`config.mk`:
```
export PLATFORM = sky130hd
export DESIGN_NAME = instruction_encoder_flat
export DESIGN_NICKNAME = d
export VERILOG_FILES = /design/src/rtl/instruction_encoder_pkg.sv /design/src/rtl/instruction_encoder_if.sv /design/src/rtl/instruction_encoder_pack.sv /design/src/rtl/instruction_encoder.sv /design/src/flat_wrapper.sv
export SDC_FILE = /design/constraint.sdc
export NUM_CORES = 1
export LEC_CHECK = 0
export CORE_ASPECT_RATIO = 2
export CORE_MARGIN = 1
export CORE_UTILIZATION = 45
export CTS_CLUSTER_DIAMETER = 60
export DETAILED_ROUTE_END_ITERATION = 8
export PLACE_DENSITY = 0.83
export SLEW_MARGIN = 20
export SYNTH_ARGS = -nofsm -noshare
export SYNTH_HDL_FRONTEND = slang
export SYNTH_SLANG_ARGS = --single-unit
```
`constraint.sdc`:
```
create_clock -name clock -period 2.85 [get_ports clock]
set_input_delay 0.285 -clock clock [delete_from_list [all_inputs] [get_ports clock]]
set_output_delay 0.285 -clock clock [all_outputs]
set_load 0.1 [all_outputs]
```
`src/rtl/instruction_encoder_pkg.sv`:
```
// Shared definitions for the instruction encoder: opcodes, instruction kinds,
// forced funct3 values, immediate range limits and the queued-word record.
// Optional build macro: ENCODER_ROUNDTRIP_CHECK_EN (adds the roundtrip flag).
package instruction_encoder_pkg;

    typedef enum logic [1:0] {
        TIPO_R   = 2'd0,
        TIPO_LD  = 2'd1,
        TIPO_SD  = 2'd2,
        TIPO_BEQ = 2'd3
    } tipo_e;

    localparam logic [6:0] OPCODE_RTYPE = 7'b0110011;
    localparam logic [6:0] OPCODE_LD    = 7'b0000011;
    localparam logic [6:0] OPCODE_SD    = 7'b0100011;
    localparam logic [6:0] OPCODE_BEQ   = 7'b1100011;

    localparam logic [2:0] FUNCT3_LD  = 3'b011;
    localparam logic [2:0] FUNCT3_SD  = 3'b011;
    localparam logic [2:0] FUNCT3_BEQ = 3'b000;

    // Signed immediate limits: 12-bit I/S immediates and the 13-bit branch offset.
    localparam longint IMM12_MIN  = -2048;
    localparam longint IMM12_MAX  = 2047;
    localparam longint IMM_BR_MIN = -4096;
    localparam longint IMM_BR_MAX = 4094;

    // One queued output word with the flags that travel alongside it.
    typedef struct packed {
        logic [31:0] instr;
        logic        err;
`ifdef ENCODER_ROUNDTRIP_CHECK_EN
        logic        mismatch;
`endif
    } fifo_entry_t;

    function automatic logic imm_in_range(input logic signed [63:0] value,
                                          input longint lo,
                                          input longint hi);
        return (value >= lo) && (value <= hi);
    endfunction

endpackage

```
`src/rtl/instruction_encoder_if.sv`:
```
// Input and output valid/ready streams of the instruction encoder.
// With ENCODER_ROUNDTRIP_CHECK_EN defined the bus also carries roundtrip_mismatch.
interface instruction_encoder_if #(
    parameter int unsigned ADDR_W    = 64,
    parameter int unsigned ERR_CNT_W = 8
);
    logic                 in_valid;
    logic                 in_ready;
    logic [1:0]           in_tipo;
    logic [4:0]           in_rd;
    logic [4:0]           in_rs1;
    logic [4:0]           in_rs2;
    logic [2:0]           in_funct3;
    logic [6:0]           in_funct7;
    logic [63:0]          in_imm;
    logic                 out_valid;
    logic                 out_ready;
    logic [31:0]          out_instr;
    logic [ADDR_W-1:0]    out_addr;
    logic                 out_err;
    logic [ERR_CNT_W-1:0] err_count;
`ifdef ENCODER_ROUNDTRIP_CHECK_EN
    logic                 roundtrip_mismatch;
`endif

    // Program source side: supplies fields, consumes encoded words.
    modport master (
        output in_valid, in_tipo, in_rd, in_rs1, in_rs2, in_funct3, in_funct7, in_imm,
        output out_ready,
        input  in_ready, out_valid, out_instr, out_addr, out_err, err_count
`ifdef ENCODER_ROUNDTRIP_CHECK_EN
        , input roundtrip_mismatch
`endif
    );

    // Encoder side.
    modport slave (
        input  in_valid, in_tipo, in_rd, in_rs1, in_rs2, in_funct3, in_funct7, in_imm,
        input  out_ready,
        output in_ready, out_valid, out_instr, out_addr, out_err, err_count
`ifdef ENCODER_ROUNDTRIP_CHECK_EN
        , output roundtrip_mismatch
`endif
    );
endinterface

```
`src/rtl/instruction_encoder_pack.sv`:
```
// Combinational field packer: builds the RV64I word for one request and flags
// an immediate that does not fit (or an odd branch offset). Low bits are still packed.
module instruction_pack
    import instruction_encoder_pkg::*;
(
    input  tipo_e              tipo_i,
    input  logic [4:0]         rd_i,
    input  logic [4:0]         rs1_i,
    input  logic [4:0]         rs2_i,
    input  logic [2:0]         funct3_i,
    input  logic [6:0]         funct7_i,
    input  logic signed [63:0] imm_i,
    output logic [31:0]        instr_o,
    output logic               err_o
);

    // Pack fields according to the instruction kind and range-check the immediate.
    // NOTE: every output gets a default before the case so no path leaves it unassigned (no latch).
    always_comb begin
        instr_o = '0;
        err_o   = 1'b0;
        case (tipo_i)
            TIPO_R: begin
                instr_o = {funct7_i, rs2_i, rs1_i, funct3_i, rd_i, OPCODE_RTYPE};
            end
            TIPO_LD: begin
                instr_o = {imm_i[11:0], rs1_i, FUNCT3_LD, rd_i, OPCODE_LD};
                err_o   = !imm_in_range(imm_i, IMM12_MIN, IMM12_MAX);
            end
            TIPO_SD: begin
                instr_o = {imm_i[11:5], rs2_i, rs1_i, FUNCT3_SD, imm_i[4:0], OPCODE_SD};
                err_o   = !imm_in_range(imm_i, IMM12_MIN, IMM12_MAX);
            end
            TIPO_BEQ: begin
                instr_o = {imm_i[12], imm_i[10:5], rs2_i, rs1_i, FUNCT3_BEQ,
                           imm_i[4:1], imm_i[11], OPCODE_BEQ};
                err_o   = !imm_in_range(imm_i, IMM_BR_MIN, IMM_BR_MAX) || imm_i[0];
            end
            default: ;
        endcase
    end

endmodule

```
`src/rtl/instruction_encoder.sv`:
```
// Instruction encoder top: packs each accepted request into a 2-entry output
// FIFO, tags words with a running byte address and counts flagged words.
// Optional build macro: ENCODER_ROUNDTRIP_CHECK_EN re-extracts the immediate.
module instruction_encoder
    import instruction_encoder_pkg::*;
#(
    parameter int unsigned       ADDR_W    = 64,
    parameter logic [ADDR_W-1:0] BASE_ADDR = '0,
    parameter int unsigned       ERR_CNT_W = 8
) (
    input logic                   clock,
    input logic                   reset,
    instruction_encoder_if.slave  bus
);

    localparam logic [1:0] ST_EMPTY = 2'd0;
    localparam logic [1:0] ST_ONE   = 2'd1;
    localparam logic [1:0] ST_FULL  = 2'd2;

    logic [1:0]           state_q, state_d;
    fifo_entry_t          slot0_q, slot0_d;   // head of the FIFO, drives the outputs
    fifo_entry_t          slot1_q, slot1_d;
    logic [ADDR_W-1:0]    addr_q, addr_d;
    logic [ERR_CNT_W-1:0] err_cnt_q, err_cnt_d;

    fifo_entry_t new_entry;
    tipo_e       in_tipo_e;
    logic [31:0] pack_instr;
    logic        pack_err;
    logic        push;
    logic        pop;

    assign in_tipo_e = tipo_e'(bus.in_tipo);

    instruction_pack u_pack (
        .tipo_i   (in_tipo_e),
        .rd_i     (bus.in_rd),
        .rs1_i    (bus.in_rs1),
        .rs2_i    (bus.in_rs2),
        .funct3_i (bus.in_funct3),
        .funct7_i (bus.in_funct7),
        .imm_i    ($signed(bus.in_imm)),
        .instr_o  (pack_instr),
        .err_o    (pack_err)
    );

`ifdef ENCODER_ROUNDTRIP_CHECK_EN
    logic signed [63:0] rt_extracted, rt_expected;

    // Recover the immediate as the datapath would and compare with the request.
    always_comb begin
        rt_expected  = $signed(bus.in_imm);
        rt_extracted = rt_expected;
        case (in_tipo_e)
            TIPO_LD:  rt_extracted = {{52{pack_instr[31]}}, pack_instr[31:20]};
            TIPO_SD:  rt_extracted = {{52{pack_instr[31]}}, pack_instr[31:25], pack_instr[11:7]};
            TIPO_BEQ: begin
                rt_extracted = {{52{pack_instr[31]}}, pack_instr[31], pack_instr[7],
                                pack_instr[30:25], pack_instr[11:8]};
                rt_expected  = $signed(bus.in_imm) >>> 1;
            end
            default: ;
        endcase
    end
`endif

    // Assemble the record that is written into the FIFO on a push.
    always_comb begin
        new_entry       = '0;
        new_entry.instr = pack_instr;
        new_entry.err   = pack_err;
`ifdef ENCODER_ROUNDTRIP_CHECK_EN
        new_entry.mismatch = !pack_err && (rt_extracted != rt_expected);
`endif
    end

    // in_ready depends only on registered occupancy, never on out_ready.
    assign bus.in_ready  = (state_q != ST_FULL);
    assign bus.out_valid = (state_q != ST_EMPTY);
    assign push          = bus.in_valid && bus.in_ready;
    assign pop           = bus.out_valid && bus.out_ready;

    assign bus.out_instr = slot0_q.instr;
    assign bus.out_err   = slot0_q.err;
    assign bus.out_addr  = addr_q;
    assign bus.err_count = err_cnt_q;
`ifdef ENCODER_ROUNDTRIP_CHECK_EN
    assign bus.roundtrip_mismatch = slot0_q.mismatch;
`endif

    // Occupancy FSM and slot movement; a simultaneous push/pop at one entry replaces the head.
    always_comb begin
        state_d = state_q;
        slot0_d = slot0_q;
        slot1_d = slot1_q;
        case (state_q)
            ST_EMPTY: begin
                if (push) begin
                    slot0_d = new_entry;
                    state_d = ST_ONE;
                end
            end
            ST_ONE: begin
                if (push && pop) begin
                    slot0_d = new_entry;
                end else if (push) begin
                    slot1_d = new_entry;
                    state_d = ST_FULL;
                end else if (pop) begin
                    state_d = ST_EMPTY;
                end
            end
            ST_FULL: begin
                if (pop) begin
                    slot0_d = slot1_q;
                    state_d = ST_ONE;
                end
            end
            default: state_d = ST_EMPTY;
        endcase
    end

    // Address advances and the saturating error counter accumulate on each pop.
    always_comb begin
        addr_d    = addr_q;
        err_cnt_d = err_cnt_q;
        if (pop) begin
            addr_d = addr_q + ADDR_W'(4);
            if (slot0_q.err && (err_cnt_q != '1)) begin
                err_cnt_d = err_cnt_q + 1'b1;
            end
        end
    end

    // State registers with synchronous reset.
    // NOTE: sequential state uses non-blocking assignments so every register samples pre-edge values.
    always_ff @(posedge clock) begin
        if (reset) begin
            state_q   <= ST_EMPTY;
            // NOTE: the FIFO slots are reset because the head slot drives out_instr/out_err, which must read 0 after reset.
            slot0_q   <= '0;
            slot1_q   <= '0;
            addr_q    <= BASE_ADDR;
            err_cnt_q <= '0;
        end else begin
            state_q   <= state_d;
            slot0_q   <= slot0_d;
            slot1_q   <= slot1_d;
            addr_q    <= addr_d;
            err_cnt_q <= err_cnt_d;
        end
    end

endmodule
```
`src/flat_wrapper.sv`:
```
// flat-port wrapper written by rule: the top's interface ports become plain ports
module instruction_encoder_flat import instruction_encoder_pkg::*;
#(
    parameter int unsigned       ADDR_W    = 64,
    parameter logic [ADDR_W-1:0] BASE_ADDR = '0,
    parameter int unsigned       ERR_CNT_W = 8
)
  (clock, reset, bus_in_valid, bus_in_tipo, bus_in_rd, bus_in_rs1, bus_in_rs2, bus_in_funct3, bus_in_funct7, bus_in_imm, bus_out_ready, bus_in_ready, bus_out_valid, bus_out_instr, bus_out_addr, bus_out_err, bus_err_count);
  instruction_encoder_if #(.ADDR_W(ADDR_W), .ERR_CNT_W(ERR_CNT_W)) bus_i ();
  input logic clock;
  input logic reset;
  input wire logic [$bits(bus_i.in_valid)-1:0] bus_in_valid;
  input wire logic [$bits(bus_i.in_tipo)-1:0] bus_in_tipo;
  input wire logic [$bits(bus_i.in_rd)-1:0] bus_in_rd;
  input wire logic [$bits(bus_i.in_rs1)-1:0] bus_in_rs1;
  input wire logic [$bits(bus_i.in_rs2)-1:0] bus_in_rs2;
  input wire logic [$bits(bus_i.in_funct3)-1:0] bus_in_funct3;
  input wire logic [$bits(bus_i.in_funct7)-1:0] bus_in_funct7;
  input wire logic [$bits(bus_i.in_imm)-1:0] bus_in_imm;
  input wire logic [$bits(bus_i.out_ready)-1:0] bus_out_ready;
  output wire logic [$bits(bus_i.in_ready)-1:0] bus_in_ready;
  output wire logic [$bits(bus_i.out_valid)-1:0] bus_out_valid;
  output wire logic [$bits(bus_i.out_instr)-1:0] bus_out_instr;
  output wire logic [$bits(bus_i.out_addr)-1:0] bus_out_addr;
  output wire logic [$bits(bus_i.out_err)-1:0] bus_out_err;
  output wire logic [$bits(bus_i.err_count)-1:0] bus_err_count;
  assign bus_i.in_valid = bus_in_valid;
  assign bus_i.in_tipo = bus_in_tipo;
  assign bus_i.in_rd = bus_in_rd;
  assign bus_i.in_rs1 = bus_in_rs1;
  assign bus_i.in_rs2 = bus_in_rs2;
  assign bus_i.in_funct3 = bus_in_funct3;
  assign bus_i.in_funct7 = bus_in_funct7;
  assign bus_i.in_imm = bus_in_imm;
  assign bus_i.out_ready = bus_out_ready;
  assign bus_in_ready = bus_i.in_ready;
  assign bus_out_valid = bus_i.out_valid;
  assign bus_out_instr = bus_i.out_instr;
  assign bus_out_addr = bus_i.out_addr;
  assign bus_out_err = bus_i.out_err;
  assign bus_err_count = bus_i.err_count;
  instruction_encoder #(.ADDR_W(ADDR_W), .BASE_ADDR(BASE_ADDR), .ERR_CNT_W(ERR_CNT_W)) u_core (.clock(clock), .reset(reset), .bus(bus_i));
endmodule
```
==> impl_metrics.env <==
export IMPL_dp_hpwl_um=12500
export IMPL_ir_worst_vdd_v=0.000390
export IMPL_outcome="complete, no violations"
export IMPL_max_stage_delay_ns=0.50
export IMPL_async_flop_share=0
export IMPL_drt_vias_per_instance=5.40
export IMPL_insertedDiodeCount=0
export IMPL_ios=202
export IMPL_p_per_area_nw_per_um2=547
export IMPL_ys_flop_type="dfxtp_1"
export IMPL_hold_slack_ns=0.365
export IMPL_end_kind="output pin"
export IMPL_ctsHoldBuffers=0
export IMPL_crit_fanout=32
export IMPL_cts_buffers_inserted=17
export IMPL_startpoint_type="flip-flop"
export IMPL_clkPwrFrac=0.427
export IMPL_core_area_um2=13600
export IMPL_finalSetupTns_ns=0
export IMPL_syn2layout_area_growth_pct=38.0
export IMPL_worst_slew_pin_slew_ns=0.638
export IMPL_rsz0062_at_grt="no"
export IMPL_slowest_stage="dfxtp_1"
export IMPL_clockBufferDepth=2
export IMPL_grt_ovfl_total=0
export IMPL_synth_top_area_frac=0.420
export IMPL_clk_latency_ns=0.41
export IMPL_skew_ns=0.00982
export IMPL_grt_pass1_vias=6053
export IMPL_antenna_found_initial=0
export IMPL_hold_class="in2reg"
export IMPL_crit_type="reg2out"
export IMPL_syn_inst=752
export IMPL_synth_warnings=0
export IMPL_cp_cell_sequence="inv_1 -> nand2_2 -> buf_4 -> buf_12"
export IMPL_die_y_um=169
export IMPL_combinationalPowerShare=0.165
export IMPL_ys_seq_area_frac=0.420
export IMPL_critical_path_required_ns=2.57
export IMPL_ant_nets=0
export IMPL_hold_viol=0
export IMPL_drc=0
export IMPL_period_needed_ns=2.36
export IMPL_synth_distinct_cells=52
export IMPL_syn_area_per_cell_um2=8.37
export IMPL_p_int_w=0.00337
export IMPL_die_w_um=85.7
export IMPL_synth_area_um2=6300
export IMPL_power_total_w=0.00475
export IMPL_grt_max_degree=76
export IMPL_finalWeightedCongestion=0.840
export IMPL_drv_slew=0
export IMPL_fp_dieArea_um2=14500
export IMPL_ctsResizeCount=0
export IMPL_cp_data_arrival_time_ns=2.08
export IMPL_p_leak_nw=3.31
export IMPL_fin_nets=1034
export IMPL_start_util=0.463
export IMPL_post_route_period_util=0.829
export IMPL_drive_gt1_frac=0.194
export IMPL_port_buffers=197
export IMPL_vias=6101
export IMPL_seq_power_share=0.408
export IMPL_ys_seq_elements=132
export IMPL_wl_um=16900
export IMPL_max_freq_mhz=423
export IMPL_setup_viol=0
export IMPL_cts_tree="built"
export IMPL_synth_top_area_cell="dfxtp_1"
export IMPL_slew_headroom=0.574
export IMPL_final_common_cell="dfxtp_1"
export IMPL_drt_iter0_drc=194
export IMPL_synth_edff_count=0
export IMPL_wl_per_cell_um=14.9
export IMPL_drt_pass1_iter_count=5
export IMPL_clk_pin_slew_ns=0.06
export IMPL_cap_viol_max_count=0
export IMPL_grt_usage=0.240
export IMPL_num_rows=60
export IMPL_cts_root_buf="clkbuf_16"
export IMPL_final_cell_mix="dfxtp_1 (132), nor2_1 (131), buf_4 (113), clkdlybuf4s50_1 (93), nand2_1 (67)"
export IMPL_cts_max_level=4
export IMPL_cts_sinks=132
export IMPL_synth_area_top_cells="dfxtp_1 (42%), nor2_1 (7.9%), xnor2_1 (4.6%)"
export IMPL_netSwitchingFraction=0.290
export IMPL_post_cts_buffers=0
export IMPL_p_sw_w=0.00138
export IMPL_r2r_slack_ns=0.52
export IMPL_grt_pass1_wl_um=27600
## cell type report
type,count,area [um^2]
clock buffer,18,439
inverter,13,48.8
multi-input combinational,560,3400
timing repair buffer,208,1820
fill,1152,4900
clock inverter,12,109
sequential,132,2640
tap,186,233
## metrics by stage
stage / worst slack, ns / area, um^2 / util / cells
final: 0.488 / 8690 / 0.640 / 1129
after global routing: 0.326 / 8690 / 0.640 / 1129
after CTS: 0.473 / 8690 / 0.640 / 1129
after detailed placement: 0.415 / 8140 / 0.599 / 1099
after global placement: 0.451 / 8140 / 0.599 / 1099
after floorplan: 0.0791 / 6310 / - / 755
## cell families (layout without fill, tap and decap cells)
group / after synthesis / count (layout) / synth area share
buffers and inverters: 63 / 251 / 0.0449
other: 1 / 4 / 0.000595
flip-flops: 132 / 132 / 0.420
AND/OR/NAND/NOR: 352 / 352 / 0.290
multiplexers: 15 / 15 / 0.0240
adder cells (fa/ha/maj): 7 / 7 / 0.0139
XOR/XNOR: 60 / 60 / 0.0835
AO/OA/AOI/OAI: 122 / 122 / 0.123
## cell usage after synthesis, types with 2 or more instances
cell type    n
or2_2        3
and2_1       2
and3_1       3
nand2b_1     2
nor2_1     132
nor3_4       2
buf_4        6
clkbuf_1    31
a31oi_1      3
nor4_1      18
nand4_1     29
xor2_1      27
a22oi_1      6
nor2b_1      4
nand2_2      2
o21a_1       2
nor3_2      15
a311oi_1     2
nor3_1       9
nand2_1     68
o21ai_0     12
mux2i_1     14
or3_1       10
buf_2        7
a211oi_1    35
o211ai_1    10
buf_1        4
nand3_1     29
nand4_2      2
buf_6        2
ha_1         7
dfxtp_1    132
a21oi_1     46
nor3b_1      6
and4_1       6
nor4_2       4
inv_1       13
xnor2_1     33
## power groups by stage
stage | clock, W | sequential (W) | combinational, W
after floorplan | 0 | 0.00222 | 0.000265
after global placement | 0 | 0.00197 | 0.000778
after detailed placement | 0 | 0.00198 | 0.000785
after CTS | 0.00208 | 0.00194 | 0.000787
after global routing | 0.00215 | 0.00194 | 0.000829
final | 0.00203 | 0.00194 | 0.000784
## critical path, delay by kind of cell (launching register included)
family	cells	cell delay, ns
AND/OR/NAND/NOR	1	0.50
buffers and inverters	3	0.65
flip-flops	1	0.50
## state kept, by name, indices dropped and copies added, names as in the netlist
| signal | flops |
|---|---|
| u_core.bus.out_addr | 62 |
| u_core.state_q | 2 |
| u_core.slot1_q | 30 |
| u_core.bus.out_instr | 29 |
| u_core.bus.err_count | 8 |
| u_core.bus.out_err | 1 |
## layer usage
metal,part of all wire,wire [um],up-vias,track usage
met4,0.030,499,0,0.106
met5,0,0,-,0
met2,0.57,9650,206,0.479
li1,-,-,3010,-
met1,0.35,5850,2844,0.221
met3,0.050,843,41,0.0584
## final timing paths
kind | to | startpoint | cells after the start
max | bus_in_ready | u_core.state_q[0] | 4
min | u_core.bus.out_instr[7] | reset | 2
max reg2reg | u_core.bus.out_addr[60] | u_core.bus.out_addr[3] | 7
min reg2reg | u_core.bus.out_instr[10] | u_core.bus.out_instr[10] | 2
Note: power is estimated with default switching activity, not from simulation.
